[src/rtl/uart_pkg.sv]
`default_nettype none
// ============================================================================
// Module  : uart_pkg
// Brief   : Shared UART types and constants for the receive/transmit paths.
// Revision: 1.0 - initial release
// ============================================================================
package uart_pkg;

    localparam int DEFAULT_CLKS_PER_BIT = 434;

    typedef enum logic [2:0] {
        IDLE      = 3'd0,
        START     = 3'd1,
        DATA      = 3'd2,
        STOP      = 3'd3,
        WAIT_IDLE = 3'd4
    } uart_state_t;

endpackage
`default_nettype wire

[src/rtl/synchronizer.sv]
`default_nettype none
// ============================================================================
// Module  : synchronizer
// Brief   : Two-flop synchronizer for asynchronous single-bit inputs.
// Revision: 1.0 - initial release
// ============================================================================
module synchronizer #(
    parameter logic RESET_VALUE = 1'b1
) (
    input  logic clk,
    input  logic RESET,
    input  logic i_d,
    output logic o_q
);

    logic [1:0] r_sync;

    always_ff @(posedge clk or negedge RESET) begin
        if (!RESET) begin
            r_sync <= {2{RESET_VALUE}};
        end else begin
            r_sync <= {r_sync[0], i_d};
        end
    end

    assign o_q = r_sync[1];

endmodule
`default_nettype wire

[src/rtl/uart_rx.sv]
`default_nettype none
// ============================================================================
// Module  : uart_rx
// Brief   : 8N1 UART receiver with 3-sample majority vote, ready/valid
//           holding register, framing-error and overrun pulses.
// Revision: 1.0 - initial release
// ============================================================================
module uart_rx
    import uart_pkg::*;
#(
    parameter int CLKS_PER_BIT = DEFAULT_CLKS_PER_BIT
) (
    input  logic       clk,
    input  logic       RESET,
    input  logic       rxd,
    output logic [7:0] rx_data,
    output logic       rx_valid,
    input  logic       rx_ready,
    output logic       frame_error,
    output logic       overrun
);

    localparam int                 c_CNT_W    = $clog2(10 * CLKS_PER_BIT + 2);
    localparam logic [c_CNT_W-1:0] c_HALF_CNT = c_CNT_W'(CLKS_PER_BIT / 2);
    localparam logic [c_CNT_W-1:0] c_CPB      = c_CNT_W'(CLKS_PER_BIT);
    localparam logic [c_CNT_W-1:0] c_ONE      = c_CNT_W'(1);

    logic               w_rxd_s;
    logic               r_rxd_prev;
    logic [1:0]         r_warm;
    logic               r_armed;
    uart_state_t        r_state;
    uart_state_t        w_state_next;
    logic [c_CNT_W-1:0] r_cnt;
    logic [c_CNT_W-1:0] r_sample_pt;
    logic [1:0]         r_vote;
    logic [2:0]         r_nbits;
    logic [7:0]         r_shift;
    logic [7:0]         r_rx_data;
    logic               r_rx_valid;
    logic               r_frame_error;
    logic               r_overrun;

    logic w_in_frame;
    logic w_edge;
    logic w_decide;
    logic w_bit;
    logic w_complete;
    logic w_bad_stop;

    synchronizer #(
        .RESET_VALUE(1'b1)
    ) u_rxd_sync (
        .clk  (clk),
        .RESET(RESET),
        .i_d  (rxd),
        .o_q  (w_rxd_s)
    );

    // Arming waits until the synchronizer holds real pin data and the line
    // has been seen high, so a line already low at reset release never
    // looks like a start edge.
    always_ff @(posedge clk or negedge RESET) begin
        if (!RESET) begin
            r_rxd_prev <= 1'b1;
            r_warm     <= 2'd0;
            r_armed    <= 1'b0;
        end else begin
            r_rxd_prev <= w_rxd_s;
            if (r_warm != 2'd2) begin
                r_warm <= r_warm + 2'd1;
            end
            if (r_warm == 2'd2 && w_rxd_s) begin
                r_armed <= 1'b1;
            end
        end
    end

    assign w_in_frame = (r_state == START) || (r_state == DATA) || (r_state == STOP);
    assign w_edge     = (r_state == IDLE) && r_armed && r_rxd_prev && !w_rxd_s;
    assign w_decide   = w_in_frame && (r_cnt == r_sample_pt + c_ONE);
    assign w_bit      = (r_vote[0] & r_vote[1]) | (r_vote[0] & w_rxd_s) | (r_vote[1] & w_rxd_s);
    assign w_complete = (r_state == STOP) && w_decide && w_bit;
    assign w_bad_stop = (r_state == STOP) && w_decide && !w_bit;

    always_ff @(posedge clk or negedge RESET) begin
        if (!RESET) begin
            r_state <= IDLE;
        end else begin
            r_state <= w_state_next;
        end
    end

    always_comb begin
        w_state_next = r_state;
        case (r_state)
            IDLE:      if (w_edge)   w_state_next = START;
            START:     if (w_decide) w_state_next = w_bit ? IDLE : DATA;
            DATA:      if (w_decide && r_nbits == 3'd7) w_state_next = STOP;
            STOP:      if (w_decide) w_state_next = w_bit ? IDLE : WAIT_IDLE;
            WAIT_IDLE: if (w_rxd_s)  w_state_next = IDLE;
            default:   w_state_next = IDLE;
        endcase
    end

    // Sample point advances by one bit period after every decision, so the
    // votes are taken at S-1 and S and resolved with the live sample at S+1.
    always_ff @(posedge clk or negedge RESET) begin
        if (!RESET) begin
            r_cnt       <= '0;
            r_sample_pt <= '0;
            r_vote      <= 2'b00;
            r_nbits     <= 3'd0;
            r_shift     <= 8'h00;
        end else if (w_edge) begin
            r_cnt       <= '0;
            r_sample_pt <= c_HALF_CNT;
            r_nbits     <= 3'd0;
        end else if (w_in_frame) begin
            r_cnt <= r_cnt + c_ONE;
            if (r_cnt == r_sample_pt - c_ONE) begin
                r_vote[0] <= w_rxd_s;
            end
            if (r_cnt == r_sample_pt) begin
                r_vote[1] <= w_rxd_s;
            end
            if (w_decide) begin
                r_sample_pt <= r_sample_pt + c_CPB;
                if (r_state == DATA) begin
                    r_shift <= {w_bit, r_shift[7:1]};
                    r_nbits <= r_nbits + 3'd1;
                end
            end
        end
    end

    // A completion coinciding with acceptance refills the holding register.
    always_ff @(posedge clk or negedge RESET) begin
        if (!RESET) begin
            r_rx_data     <= 8'h00;
            r_rx_valid    <= 1'b0;
            r_frame_error <= 1'b0;
            r_overrun     <= 1'b0;
        end else begin
            r_frame_error <= w_bad_stop;
            r_overrun     <= w_complete && r_rx_valid && !rx_ready;
            if (w_complete && (!r_rx_valid || rx_ready)) begin
                r_rx_data  <= r_shift;
                r_rx_valid <= 1'b1;
            end else if (r_rx_valid && rx_ready) begin
                r_rx_valid <= 1'b0;
            end
        end
    end

    assign rx_data     = r_rx_data;
    assign rx_valid    = r_rx_valid;
    assign frame_error = r_frame_error;
    assign overrun     = r_overrun;

endmodule
`default_nettype wire

[config.mk]
export PLATFORM = sky130hd
export DESIGN_NAME = uart_rx
export DESIGN_NICKNAME = d
export VERILOG_FILES = /design/src/rtl/uart_pkg.sv /design/src/rtl/synchronizer.sv /design/src/rtl/uart_rx.sv
export SDC_FILE = /design/constraint.sdc
export NUM_CORES = 1
export LEC_CHECK = 0
export CORE_MARGIN = 5
export CORE_UTILIZATION = 55
export DETAILED_ROUTE_END_ITERATION = 10
export HOLD_SLACK_MARGIN = 0.15
export PLACE_DENSITY = 0.73
export SETUP_SLACK_MARGIN = 0.4
export SYNTH_ARGS = -nofsm -noshare
export SYNTH_HDL_FRONTEND = slang
export SYNTH_SLANG_ARGS = --single-unit
[constraint.sdc]
create_clock -name clk -period 3.75 [get_ports clk]
set_clock_uncertainty 0.15 [all_clocks]
set_input_delay 0.9375 -clock clk [delete_from_list [all_inputs] [get_ports clk]]
set_output_delay 0.9375 -clock clk [all_outputs]
set_load 0.005 [all_outputs]
* Word level (Yosys, flattened, before mapping)
Cells that the tools add are included.
Cells by class: add/subtract/negate cells 6, eq/ne operators 15, muxes and demuxes 19, bitwise operators 6, reduce and logical (&&, ||, !) cells 31
Operators by type and width (count):
- $mux W13 | 5
- $eq A13 B13 Y1 | 3
- $mux W3 | 10
- $add A13 B1 Y13 const B | 2
- $pmux W3 S5 | 1
- $add A13 B9 Y13 const B | 1
- $logic_and A1 B1 Y1 | 13
- $sub A13 B1 Y13 const B | 1
- $reduce_and A3 Y1 | 3
- $ne A2 B2 Y1 const B | 4
- $reduce_bool A2 Y1 | 4
- $eq A3 B2 Y1 const B | 2
- $eq A3 B3 Y1 const B | 2
- $reduce_and A5 Y1 | 1
- $logic_not A1 Y1 | 4
- $ne A2 B1 Y1 const B | 2
- $reduce_and A4 Y1 | 1
- $add A3 B1 Y3 const B | 1
- $and A1 B1 Y1 | 3
- $eq A3 B1 Y1 const B | 1
- $logic_not A3 Y1 | 1
- $logic_or A1 B1 Y1 | 3
- $add A2 B1 Y2 const B | 1
- $eq A2 B2 Y1 const B | 1
- other kinds (5) | 7
Storage, ports and cells: flip-flop bits (word level) 59, bits of input ports 4, output and inout port bits 11, logic and storage cells 92

* Longest topological paths before layout
Gate-level depths: netlist of run 1.
depth in word-level cells 8, gate-level depth with buffers 10, depth with buffers taken out 9

* Hierarchy
Synthesis of run 1 repeated with hierarchy kept, for this count alone.
Second synthesis, totals: cells, all modules 388, area total of the unflattened synthesis 3614.7 µm²
Modules (own cells, without submodules):
- uart_rx | times used 1, cells each 386, area an instance 3562.2 µm², seq. area each 1427.6 µm²
- synchronizer | times used 1, cells each 2, area an instance 52.6 µm², seq. area each 52.6 µm²

* Worst setup path before layout of run 1
No wires, ideal clock.
path type reg2reg, from register r_sample_pt[2], to register r_vote[0], library setup time 0.125 ns, arrival 2.556 ns, required time 3.475 ns, path slack 0.920 ns, stages on the path, launching flop included 11, path buffers 1, period minus slack after synthesis 2.830 ns, cell sequence dfrtp_1 buf_2 inv_1 ha_1 inv_1 or3_2 nor4_1 o21ai_0 or4_1 nor4_1 mux2_2
Between the ends: longest elaborated chain between the ends 3
Ends and longest elaborated chain:
- from (decl) | RTL line uart_rx.sv:35 | logic [c_CNT_W-1:0] r_sample_pt;
- from (signal assigned) | RTL line uart_rx.sv:117 | r_sample_pt <= c_HALF_CNT;
- from (signal assigned) | RTL line uart_rx.sv:128 | r_sample_pt <= r_sample_pt + c_CPB;
- $sub A13 B1 Y13 | RTL line uart_rx.sv:121 | if (r_cnt == r_sample_pt - c_ONE) begin
- $eq A13 B13 Y1 | RTL line uart_rx.sv:121
- $reduce_and A3 Y1 (no line)
- to (signal assigned) | RTL line uart_rx.sv:122 | r_vote[0] <= w_rxd_s;
- to (decl) | RTL line uart_rx.sv:36 | logic [1:0] r_vote;
Every way passes these cells. A chain may end at the register's enable or synchronous reset.

* Final worst setup path of run 1
from register r_sample_pt[0], to register r_rx_data[4] (netlist: rx_data[4])
Between the ends: longest elaborated chain between the ends 6
Ends and longest elaborated chain:
- $add A13 B1 Y13 | RTL line uart_rx.sv:81 | assign w_decide = w_in_frame && (r_cnt == r_sample_pt + c_ONE);
- $eq A13 B13 Y1 | RTL line uart_rx.sv:81
- $logic_and A1 B1 Y1 | RTL line uart_rx.sv:81
- $logic_and A1 B1 Y1 (2 in a row) | RTL line uart_rx.sv:83 | assign w_complete = (r_state == STOP) && w_decide && w_bit;
- $logic_and A1 B1 Y1 | RTL line uart_rx.sv:147 | if (w_complete && (!r_rx_valid || rx_ready)) begin
- to (signal assigned) | RTL line uart_rx.sv:148 | r_rx_data <= r_shift;
- to (decl) | RTL line uart_rx.sv:39 | logic [7:0] r_rx_data;
Every way passes these cells.

==> results of run 1 <==
[metrics by stage]
stage / std cells / instance area (sq um)
after global routing: 472 / 3949
after CTS: 466 / 3901
after floorplan: 374 / 3513
after global placement: 450 / 3675
after detailed placement: 450 / 3675
final: 472 / 3949
[worst max-delay path, delay by kind of cell, from the launching register on]
family                   cells  cell delay [ns]
AO/OA/AOI/OAI                1             0.41
adder cells (fa/ha/maj)      1             0.28
flip-flops                   1             0.53
multiplexers                 1             0.31
AND/OR/NAND/NOR              5             1.35
[report_power, final]
| part | switching [mW] | total (mW) | internal [mW] |
|---|---|---|---|
| logic | 0.429 | 0.738 | 0.310 |
| registers | 0.212 | 0.943 | 0.730 |
| clock network | 0.271 | 0.662 | 0.392 |
[layer usage]
layer,up-vias,track usage
li1,1354,-
met1,1361,0.2664
met2,97,0.3061
met3,16,0.04758
met4,0,0.07444
met5,-,0
[worst paths after layout]
| path | slack [ns] | start | end |
|---|---|---|---|
| worst max-delay path | 0.59 | r_sample_pt[0] | rx_data[4] |
| worst min register to register | 0.19 | u_rxd_sync.r_sync[0] | u_rxd_sync.r_sync[1] |
| min in group asynchronous | 0.60 | RESET | rx_data[1] |
| worst max register to register | 0.59 | r_sample_pt[0] | rx_data[4] |
| max in group asynchronous | 2.12 | RESET | frame_error |
| worst min-delay path | 0.19 | u_rxd_sync.r_sync[0] | u_rxd_sync.r_sync[1] |
[repair_timing]
action,4_1_cts,5_1_grt
resized for setup,0,2
setup endpoints to repair,0,21
buffers inserted,0,6
[sequential cells by signal, summed over array words and instances (netlist names)]
| register | cells |
|---|---|
| rx_data | 8 |
| r_state | 3 |
| r_cnt | 13 |
| overrun | 1 |
| u_rxd_sync.r_sync | 2 |
| rx_valid | 1 |
| frame_error | 1 |
| r_rxd_prev | 1 |
| r_warm | 2 |
| r_nbits | 3 |
| r_shift | 8 |
| r_sample_pt | 13 |
| r_vote | 2 |
| r_armed | 1 |
[area by class of cell]
cell class,instances,share of cell area
clock inverters,6,0.02250
flip-flops and latches,59,0.3752
multi-input cells,281,0.4756
repair buffers,24,0.05323
inverters,15,0.01426
clock buffers,10,0.03485
well taps,77,0.02440
[cells by family (layout without fill, tap and decap cells)]
group                      Yosys count  count (layout)  synth area share
and+or+nand+nor                    152             152            0.2404
AOI/OAI and AO/OA                   72              72            0.1193
DFF                                 59              59            0.4213
buffers and inverters               34              55           0.04594
xor gates and xnor gates            28              28           0.06980
muxes                               20              20           0.07194
adders and majority gates            9               9           0.03134
[cell usage in the layout, fill, tap and decap left out, types with 12 or more instances in the layout]
| cell type | instances |
|---|---|
| xnor2_1 | 19 |
| a21oi_1 | 24 |
| or3_1 | 12 |
| o21ai_0 | 29 |
| dfrtp_1 | 55 |
| clkdlybuf4s50_1 | 13 |
| inv_1 | 15 |
| nand3_1 | 15 |
| nand2_1 | 36 |
| nor2_1 | 27 |
| nor3_1 | 12 |
==> metrics.md, run 1 <==
| Metric | Value |
|---|---|
| # rows | 29 |
| Gr usage total | 0.1969 |
| Grt ovf | 0 |
| Total CTS buffers | 9 |
| WL per Instance | 16.50 um |
| Max Cap Violations | 0 |
| RSZ-0062 raised after global routing | false |
| # diodes | 0 |
| Syn-to-layout area delta | 12.39% |
| Final setup TNS | 0 ns |
| Hold depth | 0 |
| Area leader, netlist | dfrtp_1 |
| Die span in y | ~90 um |
| Top sig layer | met4 |
| First-pass GRT wire length | 13.08 mm |
| Slew HR | 0.3159 |
| Worst-skew pair later-pin latency | 0.35 ns |
| Chip Width | 89.93 um |
| Core Box Area | ~6300 sq um |
| CTS hold repair buffers | 0 |
| Area of the multi-input gates | 1878 sq um |
| Slew Viols, Final | 0 |
| Initial core utilization | 0.5597 |
| Distinct cells, synth | 51 |
| Avg Vias per Cell | 5.992 |
| Worst setup SP type | register |
| Post-Syn Instances | 374 |
| Final antenna-violating net count | 0 |
| Mean Syn Cell Area | 9.394 sq um |
| CP Class | register to register |
| Post-Syn Area | 3513 sq um |
| H-tree depth | 3 |
| Final min period | 3.162 ns |
| Top-count cell post-synth | dfrtp_1 |
| CTS Buffer Depth | 2 |
| Number of fill cells | 506 |
| Sequential fraction of the synthesis area | 0.4213 |
| Run status | complete, no violations |
| Slowest Stage Delay on Critical Path | 0.53 ns |
| TritonCTS clock tree | yes |
| CP Cell Sequence | ha_1 -> nand3_1 -> or2_0 -> o41a_1 -> nand2_1 -> and4b_2 -> and3_4 -> mux2_4 |
| Final setup vio count | 0 |
| Reg2Reg Depth | 8 |
| Pre-CTS WS | 0.4762 ns |
| Req. time, crit path | 3.83 ns |
| Port Buffers | 14 |
| Initial antenna violation count | 0 |
| Vias in the first global route | 2,710 |
| Worst Tran Pin Value | approximately 1.0 ns |
| Synth Flop Type | dfrtp_1 |
| Vias | 2,828 |
| Die Area | between 8000 and 9000 sq um |
| Setup slack after layout | 0.5883 ns |
| Critical path data arrival time | between 3 and 4 ns |
| Post-Route WL | 7.787 mm |
| 1st-iter DRT viols | between 200 and 250 |
| First-pass DRT Iterations | 5 |
| Io pins | 15 |
| WL met3 | 427 um |
| Met2 WL | 3.689 mm |
| Residual DRC | 0 |
| Async SR Flop Fraction | 1.000 |
| Total power | 2.343 mW |
| Synth area leaders | dfrtp_1, xnor2_1, o21ai_0 |
| Pin count of the biggest net entering global routing | 48 |
| Hold Slack | 0.1919 ns |
| Worst hold path type | register to register |
| Synth top cells by count | dfrtp_1, nand2_1, o21ai_0, nor2_1, a21oi_1 |
| CTS sink cnt | 59 |
| PD cells | 593.4 nW/um^2 |
| VDD IR max | 420.4 uV |
| Crit end category | register |
| YS warnings | 0 |
| Fin util | 0.6291 |
| Layout cell share with drive strength beyond 1 | 0.1494 |
| Max FO, Critical Path | 8 |
| Peak Freq | 316.3 MHz |
| Placer's final routability congestion estimate | 0.9360 |
| Leakage | ~1.7 nW |
| M1 WL | 3.492 mm |
| Post-synth EDFFs | 0 |
| FF+latch count, synth | 59 |
| Post-synth net total | 386 |
| Yosys top cell area share | 0.3989 |
| Final period util | 0.8431 |
| DP Wirelength | 5.631 mm |
| Clk slew on worst S/H paths | approximately 0.08 ns |
| Final hold violation count | 0 |
| NumNets Final | 402 |
| Reg area | 1481 sq um |
| CTS root buf | clkbuf_8 |
| CP max stage cell | dfrtp_1 |
Power figures use the tool's default switching activity.
==> inputs of run 2 (changes only) <==
--- a/config.mk
+++ b/config.mk
@@ -9,7 +9,7 @@
 export CORE_UTILIZATION = 55
 export DETAILED_ROUTE_END_ITERATION = 10
 export HOLD_SLACK_MARGIN = 0.15
-export PLACE_DENSITY = 0.73
+export PLACE_DENSITY = 0.76
 export SETUP_SLACK_MARGIN = 0.4
 export SYNTH_ARGS = -nofsm -noshare
 export SYNTH_HDL_FRONTEND = slang
==> constraint.sdc (replaced) <==
create_clock -name clk -period 2.6 [get_ports clk]
set_clock_uncertainty 0.15 [all_clocks]
set_input_delay 0.65 -clock clk [delete_from_list [all_inputs] [get_ports clk]]
set_output_delay 0.65 -clock clk [all_outputs]
set_load 0.005 [all_outputs]
==> run 2 against run 1 <==
Global-route usage is 1.7 points higher. Flip-flop and latch count stayed put. The run now ends with negative setup slack left. Non-clock buffer count is 48 higher. Clock-buffer cell count is 1 higher. Power is 61% higher. Cell area is 19% higher. Critical path depth is 1 higher. Sequential power is 31% higher. Sequential share of layout area is 5.8 points lower. Clock power is 13% higher. Register-to-register slack worse by 0.70 ns. Maximum frequency is 17% higher.
==> metrics.md, run 2 (synthesis gave the netlist of run 1 again) <==
| Metric | Value |
|---|---|
| Peak Freq | 369.1 MHz (was 316.3 MHz) |
| Worst-skew pair later-pin latency | 0.35 ns (about the same) |
| Setup slack after layout | -0.1093 ns (was 0.5883 ns) |
| Fin util | 0.7461 (was 0.6291) |
| Chip Width | 89.93 um (unchanged) |
| Final period util | 1.042 (was 0.8431) |
| Total CTS buffers | 9 (unchanged) |
| Leakage | 2.016 nW (was 1.707 nW) |
| Run status | finished with violations (was complete, no violations) |
| Final hold violation count | 0 (unchanged) |
| Avg Vias per Cell | 5.844 (was 5.992) |
| CTS sink cnt | 59 (unchanged) |
| Gr usage total | 0.2136 (was 0.1969) |
| Number of fill cells | 428 (was 506) |
| Largest regs | r_cnt x13, r_sample_pt x13 (unchanged) |
| Slew HR | 0.6163 (was 0.3159) |
| Vias | 3,039 (was 2,828) |
| Sequential power share | 0.329 (was 0.402) |
| Final setup vio count | 29 (was 0) |
| Layout cell share with drive strength beyond 1 | 0.3567 (was 0.1494) |
| Power Internal | 2.235 mW (was 1.432 mW) |
| Initial core utilization | 0.5597 (unchanged) |
| Crit end category | register (unchanged) |
| Critical path data arrival time | 2.79 ns (was 3.24 ns) |
| Die Area | 8087 sq um (unchanged) |
| Worst Tran Pin Value | 0.5736 ns (was 1.026 ns) |
| RSZ-0062 raised after global routing | true (was false) |
| CP Class | register to register (unchanged) |
| Final min period | 2.709 ns (was 3.162 ns) |
| PD cells | 805.6 nW/um^2 (was 593.4 nW/um^2) |
| Slew Viols, Final | 0 (unchanged) |
| First-pass GRT wire length | 14.15 mm (was 13.08 mm) |
| Residual DRC | 0 (unchanged) |
| Final antenna-violating net count | 0 (unchanged) |
| Port Buffers | 14 (unchanged) |
| Max Cap Violations | 0 (unchanged) |
| Clk slew on worst S/H paths | 0.06 ns (was 0.08 ns) |
| # rows | 29 (unchanged) |
| Worst hold path type | register to register (unchanged) |
| Pin count of the biggest net entering global routing | 40 (was 48) |
| Initial antenna violation count | 0 (unchanged) |
| Vias in the first global route | 2,972 (was 2,710) |
| Power share of the clock group | 0.197 (was 0.283) |
| Violated checks | negative setup slack |
| Final setup TNS | -1.585 ns (was 0 ns) |
| # diodes | 0 (unchanged) |
| Worst setup SP type | register (unchanged) |
| Max FO, Critical Path | 8 (unchanged) |
| Die span in y | 89.93 um (unchanged) |
| Placer's final routability congestion estimate | 0.9578 (was 0.9360) |
| Most common cell after layout, fill and taps aside | dfrtp_1 (unchanged) |
| Post-Route WL | 9.007 mm (was 7.787 mm) |
| Switching Fraction | 0.4075 (was 0.3891) |
| Grt ovf | 0 (unchanged) |
| Io pins | 15 (unchanged) |
| TritonCTS clock tree | yes (unchanged) |
| 1st-iter DRT viols | 169 (was 211) |
| Syn-to-layout area delta | 33.30% (was 12.39%) |
| CTS Buffer Depth | 2 (unchanged) |
| Req. time, crit path | 2.68 ns (was 3.83 ns) |
| CTS root buf | clkbuf_8 (unchanged) |
| NumNets Final | 450 (was 402) |
| VDD IR max | 678.1 uV (was 420.4 uV) |
| Most frequent cells in the layout | dfrtp_1, buf_4, nand2_1, nor2_1, mux2_4 (was dfrtp_1, nand2_1, o21ai_0, nor2_1, a21oi_1) |
| Sw Pwr | 1.538 mW (was 911.8 uW) |
| Comb pwr share | 0.474 (was 0.315) |
| H-tree depth | 3 (unchanged) |
| DP Wirelength | 6.070 mm (was 5.631 mm) |
| First-pass DRT Iterations | 4 (was 5) |
| Core Box Area | 6277 sq um (unchanged) |
| WL per Instance | 17.32 um (was 16.50 um) |
[run 2: cell types whose count changed in the layout (fill, tap and decap cells not counted), moves of 8 or more]
cell / previous run / this run
buf_6: 0 / 9
buf_4: 10 / 46
a21oi_2: 0 / 10
o21ai_0: 29 / 14
a21oi_1: 24 / 14
mux2_4: 8 / 16
o21ai_1: 0 / 10
mux2_2: 10 / 2
[run 2: final timing paths]
kind	start	endpoint	slack [ns]	cells past startpoint
worst max-delay path	r_sample_pt[1]	rx_data[5]	-0.11	9
worst min-delay path	u_rxd_sync.r_sync[0]	u_rxd_sync.r_sync[1]	0.21	0
worst max register to register	r_sample_pt[1]	rx_data[5]	-0.11	9
worst min register to register	u_rxd_sync.r_sync[0]	u_rxd_sync.r_sync[1]	0.21	0
max in group asynchronous	RESET	r_sample_pt[6]	1.06	3
min in group asynchronous	RESET	r_warm[1]	0.66	2
[run 2: routing by layer]
metal | routed length [um] | GRT usage | part of all wire | up-vias
li1 | - | - | - | 1457
met1 | 3806 | 0.2751 | 0.42 | 1459
met2 | 4501 | 0.3512 | 0.50 | 103
met3 | 517 | 0.04007 | 0.057 | 20
met4 | 182 | 0.09057 | 0.020 | 0
met5 | 0 | 0 | 0 | -
[run 2: cell type report]
type	count	area, sq um	area share
Multi-Input combinational cell	281	2238	0.4780
Sequential cell	59	1484	0.3169
Clock inverter	5	30.03	0.006412
Tap cell	77	96.34	0.02057
Timing Repair Buffer	72	631.9	0.1349
Clock buffer	11	141.4	0.03019
Inverter	15	61.31	0.01309
[run 2: what timing repair did]
action,CTS,global route
hold buffers,1,0
gates resized for setup,35,43
buffers inserted,7,3
endpoints found under the setup margin,38,38
hold endpoints to repair,17,0
pin swaps,19,24
[run 2: power by group through the flow]
stage | Combinational (mW) | Sequential [mW] | Clock, mW
3_5_place_dp | 1.52 | 1.23 | 0
2_1_floorplan | 0.998 | 1.20 | 0
3_3_place_gp | 1.50 | 1.23 | 0
4_1_cts | 1.59 | 1.22 | 0.753
6_report | 1.79 | 1.24 | 0.745
5_1_grt | 1.93 | 1.27 | 0.802
[run 2: worst max-delay path: stages, from the launching register on]
cell and delay [ns]:
dfrtp_2 0.46, buf_6 0.14, ha_4 0.18, xnor2_2 0.14, a21oi_2 0.16, a22oi_2 0.13, nor4b_4 0.33, and4b_2 0.30
and3_4 0.30, mux2_4 0.31
[run 2: stage by stage]
stage	std cells	power (mW)	setup WS [ns]	hold WS, ns	cell area, sq um
2_1_floorplan	374	2.198	-0.09259	0.1952	3607
3_3_place_gp	493	2.724	-0.07735	0.1984	4103
3_5_place_dp	493	2.756	-0.1437	0.1991	4103
4_1_cts	517	3.569	-0.08319	0.2091	4464
5_1_grt	520	4.001	-0.2185	0.2152	4683
6_report	520	3.773	-0.1093	0.2070	4683
==> variant 1, RTL diff (settings of run 2) <==
The package constant `DEFAULT_CLKS_PER_BIT` goes from 434 to 868.
--- a/src/rtl/uart_pkg.sv
+++ b/src/rtl/uart_pkg.sv
@@ -7,5 +7,5 @@
 package uart_pkg;
 
-    localparam int DEFAULT_CLKS_PER_BIT = 434;
+    localparam int DEFAULT_CLKS_PER_BIT = 868;
 
     typedef enum logic [2:0] {
Check against the original RTL: no difference found for any inputs over 10 cycles, from zero or initial values and one cycle with RESET low; that may be too few to reach the edited logic, so the function may still have changed.
==> variant 1 against run 2 <==
Sequential cell count grew 1. Design area shrank 15%. Via count shrank 20%. Power shrank 13%. Core utilization shrank 6.2 points. Area after synthesis shrank 6.4%. Combinational power shrank 30%. Wire length shrank 21%. Worst setup slack gained 0.37 ns. Global-route usage shrank 0.98 points.
==> variant 1: results (changes against run 2) <==
Place
  • HPWL Detailed: 4591 um (-24%)
  • Place WS: 0.1015 ns (+0.2452 ns)
  • Post-DP Area: 3527 um2 (-14%)
  • Final Wtd Congestion: 0.9392 (-1.9%)
  • PortBufs: 14 (unchanged)
  • Dpl cells: 397 (-19%)

Logic synthesis
  • Seq/Total Area, Yosys: 45.76% (+3.6 points)
  • Most frequent cells after synthesis: dfrtp_1 (57), nor2_1 (28), nand2_1 (25), mux2_2 (18), nand3_1 (18)
  • Area share of xor/xnor cells in the synthesized design: 10.99% (+4.0 points)
  • Syn Area/Cell: 10.38 um2 (+10%)
  • Syn. warnings: 0 (unchanged)
  • Area fraction in compound gates after synthesis: 7.798% (-4.1 points)
  • Adder-Cell Fraction of Synth Area: 2.967% (-0.17 points)
  • Unique masters post-synth: 56 (+9.8%)
  • Synth top area cells: dfrtp_1 (43%), mux2_2 (6.2%), xnor2_1 (4.3%)
  • Mux contribution to synthesized area: 7.113% (-0.081 points)
  • Synth Net Count: 328 (-15%)

Finish
  • Nets: 362 (-20%)
  • Antenna diodes: 0 (unchanged)
  • Share of cells above drive strength 1: 30.34% (-5.3 points)
  • Biggest registers after layout: r_cnt: 14 flops, r_sample_pt: 13 flops
  • Area of the multi-input gates: 1784 um2 (-20%)
  • # fillers: 406 (-5.1%)

Global routing
  • Largest net degree at the start of global routing: 26 (-35%)
  • First-pass GRT wire length: 11930 um (-16%)
  • Vias in the first global route: 2380 (-20%)
  • Total GRT Usage: 20.38% (-0.98 points)

Setup path
  • Critical path peak fanout: 4 (-4)
  • Worst path arrival time: 2.41 ns (-0.38 ns)

STA
  • Final number of hold-violating endpoints: 0 (unchanged)
  • Worst-Margin Slew: 0.4125 ns (-0.1611 ns)

Route
  • First DRT Iteration DRCs: 147 (-13%)
  • Length of the first detailed-routing pass in iterations: 4 (unchanged)
  • Vias per cell: 5.615 (-3.9%)
  • Overall routed net length: 7092 um (-21%)
  • WL/cell: 16.45 um (-5.0%)

Clock network
  • Clock Tree Root: clkbuf_8
  • H-tree depth: 3 (unchanged)
  • Clk pin slew, worst setup/hold paths: 0.07 ns
  • Worst-Skew Late Latency: 0.34 ns
  • Cts bufs inserted: 9 (unchanged)

Status
  • Run status: completed

Power and ir drop
  • Max IR drop VDD: 0.0004488 V (-34%)
  • Lkg Pwr: 0.001708 uW (-15%)

Min path
  • Worst hold path type: reg2reg
==> variant 1: cell types whose count changed in the layout (fill, tap and decap cells not counted), moves of 6 or more <==
cell,run 2,this run
a21oi_1,14,6
a21oi_2,10,0
buf_4,46,22
mux2_2,2,18
mux2_4,16,1
nand2_1,31,24
nand3_1,12,18
nor3_1,11,1
o21ai_1,10,1
or3_1,12,4
xor2_1,7,16
==> variant 1: final cells by class <==
type	instances	share of cell area [%]
sequential	60	37.76
inverter	11	1.032
tap	75	2.344
clock inverter	6	1.219
multi-input combinational	226	44.58
timing repair buffer	43	9.878
clock buffer	10	3.188
==> variant 1: cell families (layout without fill, tap and decap cells) <==
kind of cell	Yosys count	after routing
compound gates	37	37
xor+xnor	37	37
fa+ha+maj	8	8
buf+inv	31	70
flops	60	60
mux	21	21
simple gates	123	123
==> variant 1: routing by layer <==
metal,up-vias,GRT usage [%],routed length (um)
met5,-,0,0
met4,0,9.205,108
met3,14,4.730,206
met2,41,31.92,3561
met1,1200,26.82,3216
li1,1165,-,-
==> variant 1: worst max-delay path, cell delays in order, from the launching register on <==
cell and delay (ns):
dfrtp_1 0.40, inv_2 0.11, ha_4 0.14, nor4b_4 0.33
buf_4 0.20, nand2_2 0.04, o211a_1 0.21, mux2i_1 0.17
o2111ai_2 0.15, mux2_4 0.32
==> variant 1: final timing paths <==
path	from	to	slack [ns]	depth (start not counted)
worst max-delay path	r_sample_pt[2]$_DFFE_PN0P_	r_vote[0]$_DFFE_PN0P_	0.26	9
worst min-delay path	u_rxd_sync.r_sync[0]$_DFF_PN1_	u_rxd_sync.r_sync[1]$_DFF_PN1_	0.21	0
worst max register to register	r_sample_pt[2]$_DFFE_PN0P_	r_vote[0]$_DFFE_PN0P_	0.26	9
worst min register to register	u_rxd_sync.r_sync[0]$_DFF_PN1_	u_rxd_sync.r_sync[1]$_DFF_PN1_	0.21	0
max in group asynchronous	RESET	r_sample_pt[6]$_DFFE_PN0P_	1.06	3
min in group asynchronous	RESET	r_nbits[1]$_DFFE_PN0P_	0.60	2
==> variant 1: metrics by stage <==
stage,hold slack [ns],total power [uW]
floorplan,0.1952,2015
global placement,0.1986,2193
detailed placement,0.1988,2216
CTS,0.2101,3151
finish,0.2088,3280
global route,0.2199,3454
==> variant 1: power breakdown <==
group          total, uW  internal (uW)  switching (uW)  leakage [uW]
clock                748            354             395     0.0000795
combinational       1260            616             641      0.000852
sequential          1270           1060             213      0.000776
total               3280           2030            1250       0.00171
==> variant 1: repair_timing <==
action	CTS	global route
pin swaps	10	6
endpoints found under the setup margin	35	35
endpoints found under the hold margin	12	0
resized for setup	14	18
hold buffers	1	0
buffers inserted	12	5
==> variant 2, RTL diff (settings of run 2) <==
Made on the original files. Encoding of `uart_state_t`: now one-hot (5 bits for 5 states).
--- a/src/rtl/uart_pkg.sv
+++ b/src/rtl/uart_pkg.sv
@@ -9,10 +9,10 @@
     localparam int DEFAULT_CLKS_PER_BIT = 434;
 
-    typedef enum logic [2:0] {
-        IDLE      = 3'd0,
-        START     = 3'd1,
-        DATA      = 3'd2,
-        STOP      = 3'd3,
-        WAIT_IDLE = 3'd4
+    typedef enum logic [4:0] {
+        IDLE      = 5'b00001,
+        START     = 5'b00010,
+        DATA      = 5'b00100,
+        STOP      = 5'b01000,
+        WAIT_IDLE = 5'b10000
     } uart_state_t;
 
Behaviour: no difference found for any inputs over 10 cycles, from zero or initial values and one cycle with RESET low; not proved beyond that.
==> variant 2 against run 2 <==
The run still ends with setup timing left. Sequential cell count grew 2. Worst setup slack lost 0.37 ns. Synthesized cell count grew 2.7%. Count of clock-buffer cells in the layout shrank 2. Area after synthesis grew 4.6%. Non-clock buffer count grew 43. Via count grew 23%. Hold slack gained 0.0067 ns. Highest routed layer unchanged. Design area grew 17%. Wire length grew 58%.
Power is not compared: it rests on default switching activity, and its combinational part moved more than twofold at a synthesized area within 25%.
==> variant 2: results (changes against run 2) <==
Route
  • First DRT Iteration DRCs: 370 (+120%)
  • Post-route DRC: 0 (unchanged)
  • Vias per cell: 6.588 (+13%)
  • Length of the first detailed-routing pass in iterations: 5 (+1)
  • Overall routed net length: 14200 um (+58%)

Finish
  • Share of cells above drive strength 1: 44.60% (+8.9 points)
  • Antenna diodes: 0 (unchanged)
  • Nets: 498 (+11%)
  • # fillers: 289 (-32%)

Setup path
  • Slowest CP cell: or4b_4
  • RR Endpoint: rx_data[5]$_DFFE_PN0P_
  • Cell family with most CP delay: simple AND/OR/NAND/NOR gates
  • Worst path arrival time: 3.18 ns (+0.39 ns)
  • CP peak stage delay: 0.64 ns (+0.18 ns)
  • Worst Reg-to-Reg Cells: 9 (unchanged)
  • FF-to-FF Start: r_sample_pt[1]$_DFFE_PN0P_

Clock network
  • Clk pin slew, worst setup/hold paths: 0.08 ns (+0.02 ns)
  • Cts bufs inserted: 9 (unchanged)
  • Worst-Skew Late Latency: 0.36 ns

Min path
  • Hold Path Depth: 0 (unchanged)

STA
  • Slew Viols, Final: 0 (unchanged)
  • Total negative slack: -14.81 ns (-13.23 ns)
  • Finish-stage setup viols: 40 (+38%)
  • Hold Worst Slack: 0.2137 ns (+0.006736 ns)
  • Worst rel slew slack: 46.29% (-15 points)
  • Fin worst setup slack: -0.4843 ns (-0.3750 ns)

Logic synthesis
  • Most frequent cells after synthesis: dfrtp_1 (57), nor2_1 (38), nand2_1 (35), xnor2_1 (22), clkbuf_1 (15)
  • Syn. warnings: 0 (unchanged)
  • Seq/Total Area, Yosys: 41.68% (-0.45 points)
  • Unique masters post-synth: 54 (+5.9%)
  • FFs w/ async S/R, synth: 100.0% (unchanged)
  • Synth top area cells: dfrtp_1 (39%), xnor2_1 (5.2%), nor2_1 (3.9%)
  • Synth Net Count: 396 (+2.6%)

Global routing
  • Total GRT Usage: 28.92% (+7.6 points)
  • Vias in the first global route: 3585 (+21%)
  • Initial antenna violation count: 0 (unchanged)
  • First-pass GRT wire length: 18690 um (+32%)
  • Largest net degree at the start of global routing: 38 (-5.0%)

Place
  • Post-DP Area: 4424 um2 (+7.8%)
  • HPWL Detailed: 7187 um (+18%)
  • Final Wtd Congestion: 0.9323 (-2.7%)
  • PortBufs: 14 (unchanged)

Status
  • Failing checks: setup timing
  • Run status: finished with violations
variant 2: kinds of logic (layout without fill, tap and decap cells):
logic type,Yosys count,in the layout,synth area share (%)
xor gates and xnor gates,36,36,8.580
buffers and inverters,33,140,3.847
muxes,32,32,10.18
DFF,61,61,41.68
and+or+nand+nor,170,170,25.16
AOI/OAI and AO/OA,43,43,7.559
adders and majority gates,9,9,2.996
variant 2: per-stage QoR:
stage / std cells / setup WS (ns)
final: 568 / -0.4843
after detailed placement: 528 / -0.5876
after floorplan: 384 / -0.3772
after CTS: 559 / -0.3761
after global routing: 568 / -0.5938
after global placement: 528 / -0.4614
variant 2: what timing repair did:
item,4_1_cts,5_1_grt
endpoints found under the setup margin,49,54
hold buffers,0,0
pin swaps,15,32
gates cloned,1,0
endpoints found under the hold margin,0,0
setup buffers,14,9
resized for setup,56,71
variant 2: how the worst max path moves through the flow:
stage                                           from                endpoint  slack (ns)  cells past startpoint
after CTS                 r_sample_pt[9]$_DFFE_PN0P_   r_vote[0]$_DFFE_PN0P_       -0.38                      7
final                     r_sample_pt[1]$_DFFE_PN0P_  rx_data[5]$_DFFE_PN0P_       -0.48                      9
after global placement    r_sample_pt[9]$_DFFE_PN0P_   r_vote[0]$_DFFE_PN0P_       -0.46                      7
after detailed placement  r_sample_pt[1]$_DFFE_PN0P_  r_shift[4]$_DFFE_PN0P_       -0.59                     11
after global routing      r_sample_pt[1]$_DFFE_PN0P_  rx_data[5]$_DFFE_PN0P_       -0.59                      9
after floorplan               r_state[2]$_DFFE_PN0P_  rx_data[0]$_DFFE_PN0P_       -0.38                      9
variant 2: layout make-up:
| type | count | area [um2] | share of cell area (%) |
|---|---|---|---|
| flip-flops and latches | 61 | 1535 | 28.01 |
| multi-input cells | 290 | 2565 | 46.79 |
| clock inverters | 7 | 122.6 | 2.237 |
| repair buffers | 115 | 1005 | 18.33 |
| well taps | 77 | 96.34 | 1.758 |
| clock buffers | 9 | 123.9 | 2.260 |
| inverters | 9 | 33.78 | 0.6163 |
variant 2: where the power goes:
part           leakage (uW)  internal (uW)  switching, uW
Sequential         0.000798            988           37.1
Combinational       0.00153            225            273
Clock              0.000121            643            435
Total               0.00245           1860            746
variant 2: layer usage:
layer / GRT usage [%] / up-vias / share of wire (%)
met3: 6.874 / 116 / 9.5
met1: 35.05 / 1787 / 35
met5: 0 / - / 0
met4: 18.19 / 0 / 8.8
li1: - / 1560 / -
met2: 46.44 / 279 / 46
variant 2: worst reg2reg max path, cell delays in order, from the launching register on:
cell and delay, ns:
dfrtp_2 0.46, ha_1 0.23, buf_4 0.14, and3_1 0.23, o21ai_2 0.19, a31oi_4 0.15
nor2_2 0.24, nand4bb_4 0.20, or4b_4 0.64, mux2_4 0.34
